### src/rtl/decode_issue_queue.sv
// Instruction queue between fetch and decode: issues legal uops, traps on illegal ones.
// Optional zero-latency fetch-to-decode path when empty: define DECODE_ISSUE_BYPASS_EN.
module decode_issue_queue #(
    parameter int unsigned DEPTH = 4,
    parameter int unsigned XLEN  = 32
) (
    input  logic                       clk,
    input  logic                       rst_n,
    input  logic                       flush_i,
    input  logic                       fetch_valid_i,
    output logic                       fetch_ready_o,
    input  logic [XLEN-1:0]            fetch_instr_i,
    input  logic [XLEN-1:0]            fetch_pc_i,
    output logic [XLEN-1:0]            dec_instr_o,
    output logic [XLEN-1:0]            dec_pc_o,
    input  logic                       dec_legal_i,
    output logic                       issue_valid_o,
    input  logic                       issue_ready_i,
    output logic                       trap_valid_o,
    output logic [XLEN-1:0]            trap_pc_o,
    output logic [XLEN-1:0]            trap_instr_o,
    input  logic                       trap_ack_i,
    output logic [$clog2(DEPTH+1)-1:0] count_o
);

    localparam int unsigned PTR_W = (DEPTH > 1) ? $clog2(DEPTH) : 1;
    localparam int unsigned CNT_W = $clog2(DEPTH + 1);

    typedef enum logic {
        S_RUN  = 1'b0,
        S_TRAP = 1'b1
    } state_e;

    state_e            state_q, state_d;
    logic [PTR_W-1:0]  rd_ptr_q, rd_ptr_d;
    logic [PTR_W-1:0]  wr_ptr_q, wr_ptr_d;
    logic [CNT_W-1:0]  count_q, count_d;
    logic              trap_valid_q, trap_valid_d;
    logic [XLEN-1:0]   trap_pc_q, trap_pc_d;
    logic [XLEN-1:0]   trap_instr_q, trap_instr_d;

    logic [XLEN-1:0]   pc_mem_q    [DEPTH];
    logic [XLEN-1:0]   instr_mem_q [DEPTH];

    logic empty_c, full_c, bypass_c, head_valid_c;
    logic push_c, pop_c, wr_en_c, rd_en_c, clear_c;

    assign empty_c = (count_q == '0);
    assign full_c  = (count_q == CNT_W'(DEPTH));

`ifdef DECODE_ISSUE_BYPASS_EN
    assign bypass_c = empty_c && (state_q == S_RUN) && !flush_i && fetch_valid_i;
`else
    assign bypass_c = 1'b0;
`endif

    assign head_valid_c = !empty_c || bypass_c;
    assign dec_instr_o  = bypass_c ? fetch_instr_i : instr_mem_q[rd_ptr_q];
    assign dec_pc_o     = bypass_c ? fetch_pc_i    : pc_mem_q[rd_ptr_q];

    // Next-state, handshake and pointer logic; flush overrides everything.
    always_comb begin
        state_d       = state_q;
        rd_ptr_d      = rd_ptr_q;
        wr_ptr_d      = wr_ptr_q;
        count_d       = count_q;
        trap_valid_d  = trap_valid_q;
        trap_pc_d     = trap_pc_q;
        trap_instr_d  = trap_instr_q;
        fetch_ready_o = 1'b0;
        issue_valid_o = 1'b0;
        clear_c       = 1'b0;

        case (state_q)
            S_RUN: begin
                fetch_ready_o = !full_c && !flush_i;
                issue_valid_o = head_valid_c && dec_legal_i && !flush_i;
                if (!flush_i && head_valid_c && !dec_legal_i) begin
                    state_d      = S_TRAP;
                    trap_valid_d = 1'b1;
                    trap_pc_d    = dec_pc_o;
                    trap_instr_d = dec_instr_o;
                end
            end
            S_TRAP: begin
                if (trap_ack_i) begin
                    state_d = S_RUN;
                    clear_c = 1'b1;
                end
            end
            default: state_d = S_RUN;
        endcase

        push_c = fetch_valid_i && fetch_ready_o;
        pop_c  = issue_valid_o && issue_ready_i;
        // A bypassed instruction that issues immediately never touches storage.
        wr_en_c = push_c && !(bypass_c && pop_c);
        rd_en_c = pop_c && !bypass_c;

        if (wr_en_c) wr_ptr_d = wr_ptr_q + PTR_W'(1);
        if (rd_en_c) rd_ptr_d = rd_ptr_q + PTR_W'(1);
        count_d = count_q + CNT_W'(wr_en_c) - CNT_W'(rd_en_c);

        if (clear_c || flush_i) begin
            state_d      = S_RUN;
            rd_ptr_d     = '0;
            wr_ptr_d     = '0;
            count_d      = '0;
            trap_valid_d = 1'b0;
        end
    end

    always_ff @(posedge clk or negedge rst_n) begin
        if (!rst_n) begin
            state_q      <= S_RUN;
            rd_ptr_q     <= '0;
            wr_ptr_q     <= '0;
            count_q      <= '0;
            trap_valid_q <= 1'b0;
            trap_pc_q    <= '0;
            trap_instr_q <= '0;
        end else begin
            state_q      <= state_d;
            rd_ptr_q     <= rd_ptr_d;
            wr_ptr_q     <= wr_ptr_d;
            count_q      <= count_d;
            trap_valid_q <= trap_valid_d;
            trap_pc_q    <= trap_pc_d;
            trap_instr_q <= trap_instr_d;
        end
    end

    // Storage is intentionally not reset.
    always_ff @(posedge clk) begin
        if (wr_en_c) begin
            pc_mem_q[wr_ptr_q]    <= fetch_pc_i;
            instr_mem_q[wr_ptr_q] <= fetch_instr_i;
        end
    end

    assign trap_valid_o = trap_valid_q;
    assign trap_pc_o    = trap_pc_q;
    assign trap_instr_o = trap_instr_q;
    assign count_o      = count_q;

endmodule

### config.mk
export PLATFORM = sky130hd
export DESIGN_NAME = decode_issue_queue
export DESIGN_NICKNAME = d
export VERILOG_FILES = /design/src/rtl/decode_issue_queue.sv
export SDC_FILE = /design/constraint.sdc
export NUM_CORES = 1
export LEC_CHECK = 0
export CAP_MARGIN = 20
export CORE_UTILIZATION = 48
export CTS_CLUSTER_DIAMETER = 30
export CTS_CLUSTER_SIZE = 10
export DETAILED_ROUTE_END_ITERATION = 10
export PLACE_DENSITY_LB_ADDON = 0.08
export REMOVE_ABC_BUFFERS = 1
export SYNTH_ARGS = -nofsm -noshare
export SYNTH_HDL_FRONTEND = slang
export SYNTH_SLANG_ARGS = --single-unit
### constraint.sdc
create_clock -name clk -period 3.1 [get_ports clk]
set_clock_uncertainty 0.15 [all_clocks]
set_input_delay 0.93 -clock clk [delete_from_list [all_inputs] [get_ports clk]]
set_output_delay 0.93 -clock clk [all_outputs]
set_load 0.02 [all_outputs]
==> out/qor.txt <==
Layout cell share with drive strength beyond 1: 41.2%
Final GP Congestion: 0.744
Distinct cells, synth: 30
Synthesized area: 0.0123 mm²
Routed wire length: 24.7 mm
Setup crit end kind: primary output
Post-synthesis mux area share: 19.3%
Hold slack: 0.252 ns
Synth Area in XOR/XNOR: 0.0709%
Maximum vdd drop: 0.000559 V
Relative slew slack: 60.5%
Failing checks: setup timing
# hold bufs at CTS: 0
Setup TNS: -0.0296 ns
Reg clk slew, reported paths: 0.05 ns
Post-DP HPWL: 14.2 mm
CTS Buf Count: 67
Initial Util: 49.0%
Delay-heaviest family, CP: multiplexers
Worst-Margin Slew: 0.593 ns
Avg Cell Area, Syn: 23.4 µm²
Area of the multi-input gates: 0.00269 mm²
Antenna violations before repair: 0
Static Leak: 6.61 nW
Fin crit share: 100%
Critical Path Max Stage Delay: 0.55 ns
Most frequent cells in the layout: edfxtp_1 (256), clkdlybuf4s50_1 (137), clkbuf_16 (74)
CP Data Arrival Time: 2.03 ns
Clock Path Buffers: 3
Final min period: 3.11 ns
Worst setup SP type: flip-flop
Vias in the first global route: 6659
Final hold vios: 0
Final setup vio count: 5
Placement Cell Area: 0.0150 mm²
Diode count: 0
Remaining antenna violation count: 0
Reg area: 0.00952 mm²
Layout area overhead: 43.9%
CP Cell Sequence: buf_8 -> clkbuf_16 -> mux4_2 -> buf_6
Root buffer cell: clkbuf_16
First-pass GRT wire length: 37.7 mm
Achievable frequency: 321 MHz
Num ports: 205
Vias: 6190
Clk sinks: 329
Routed len/inst: 20.4 µm
Final WS setup: -0.0110 ns
Adder-cell share of the synthesized area: 0.770%
Die width: 162 µm
Row Count: 58
Cell Pwr Density: 973 mW/mm²
Worst path bufs/invs: 3
Final net count: 899
Max-Cap Viols: 0
Largest net degree at the start of global routing: 41
RSZ-0062 raised after global routing: yes
Die Ht: 162 µm
Final Instance Area: 0.0178 mm²
Final core utilization: 70.6%
DRT Pass-1 Iters: 4
Main combinational cell family by area after synthesis: multiplexers
Die area: 0.0264 mm²
Remaining global-route overflow: 0
Post-Synth Simple-Gate Area: 1.20%
Cells after Synth: 528
Synth Area in Compound Gates: 0.284%
Seq/Total Area, Yosys: 77.0%
Critical path class: reg -> out
1st-iter DRT viols: 324
Filler cell count: 1535
Synth warn: 0
Hold Path Class: in -> async
Core area: 0.0252 mm²
TritonCTS clock tree: built
DRC Markers: 0
Data required, critical path: 2.02 ns
Htree depth: 3
Outcome: complete, but fails checks
Commonest non-fill, non-tap cell in the layout: edfxtp_1
Number of synthesized register bits: 329
PortBufs: 204
GR Util All Layers: 19.0%
Slew Viols, Final: 0
Post-DR vias/cell: 5.13
Critical path peak fanout: 5
Slowest-stage cell, CP: mux4_2
Worst skew pair latency: 0.54 ns
-- state kept, by name, summed over array words and instances, names as in the netlist --
name / flops
instr_mem_q: 128
pc_mem_q: 128
trap_instr_o: 32
trap_pc_o: 32
count_o: 3
rd_ptr_q: 2
wr_ptr_q: 2
state_q: 1
trap_valid_o: 1
-- area by class of cell --
type	instances	area share (%)
sequential	329	53.6
timing repair buffer	247	15.3
multi-input combinational	170	15.1
clock buffer	84	10.5
clock inverter	40	3.01
tap	330	2.32
inverter	6	0.127
-- final timing paths --
kind | startpoint | end | slack [ns] | cells past startpoint
setup / recovery | rd_ptr_q[0]$_DFFE_PN0P_ | dec_pc_o[5] | -0.01 | 4
hold / removal | rst_n | trap_pc_o[28]$_DFFE_PN0P_ | 0.25 | 1
setup reg to reg | count_o[1]$_DFF_PN0_ | count_o[2]$_DFF_PN0_ | 0.48 | 10
hold reg to reg | trap_instr_o[6]$_DFFE_PN0P_ | trap_instr_o[6]$_DFFE_PN0P_ | 0.35 | 1
max in group asynchronous | rst_n | trap_instr_o[30]$_DFFE_PN0P_ | 1.94 | 2
min in group clk | trap_instr_o[6]$_DFFE_PN0P_ | trap_instr_o[6]$_DFFE_PN0P_ | 0.35 | 1
-- stage by stage --
step | total power [mW] | cells | setup WS (ns)
floorplan | 8.04 | 505 | -1.30
global placement | 9.74 | 1062 | -0.410
detailed placement | 9.84 | 1062 | -0.467
CTS | 17.2 | 1197 | -0.0661
global route | 17.9 | 1206 | -0.0693
finish | 17.3 | 1206 | -0.0110
-- power by group --
group,internal [mW],total (mW),switching [mW]
clock network,5.17,7.39,2.22
logic,2.17,3.99,1.82
registers,5.57,5.91,0.336
total,12.9,17.3,4.38
-- cells by family after synthesis --
logic type	count (synthesis)
AOI/OAI and AO/OA	6
xor gates and xnor gates	1
adders and majority gates	7
buffers and inverters	29
DFF	329
muxes	131
and+or+nand+nor	25
-- cells in the mapped netlist --
library cell | count | area share (%)
edfxtp_1 | 256 | 62
dfrtp_1 | 73 | 15
mux4_2 | 64 | 12
mux2_4 | 49 | 6.0
mux2_2 | 16 | 1.5
buf_2 | 7 | 0.28
and2_1 | 6 | 0.30
buf_6 | 6 | 0.55
ha_1 | 6 | 0.61
inv_1 | 6 | 0.18
clkbuf_1 | 5 | 0.15
a21oi_1 | 4 | 0.16
nor2_1 | 4 | 0.12
nand2_1 | 3 | 0.091
nor3_1 | 3 | 0.12
nor3b_1 | 3 | 0.18
buf_1 | 2 | 0.061
buf_4 | 2 | 0.12
mux2i_1 | 2 | 0.16
a21o_1 | 1 | 0.061
clkbuf_2 | 1 | 0.040
fa_1 | 1 | 0.16
nand2b_1 | 1 | 0.051
nor4b_1 | 1 | 0.071
o31ai_1 | 1 | 0.061
or2_0 | 1 | 0.051
or3_1 | 1 | 0.051
or3_4 | 1 | 0.091
or4_1 | 1 | 0.061
xor2_1 | 1 | 0.071
-- layer usage --
metal  wire length [µm]  global-route usage, %  up-vias
li1                   -                      -     2758
met2              12200                   30.5      198
met1              10600                   25.4     3197
met4                376                   5.92        0
met5                  0                      0        -
met3               1450                   5.27       37
-- timing repair --
action                                  CTS  global route
pin swaps                                 0             0
resized for setup                       284           100
setup buffers                             8             5
endpoints found under the setup margin   66            62
gates cloned                              3             4
Power figures use the tool's default switching activity.
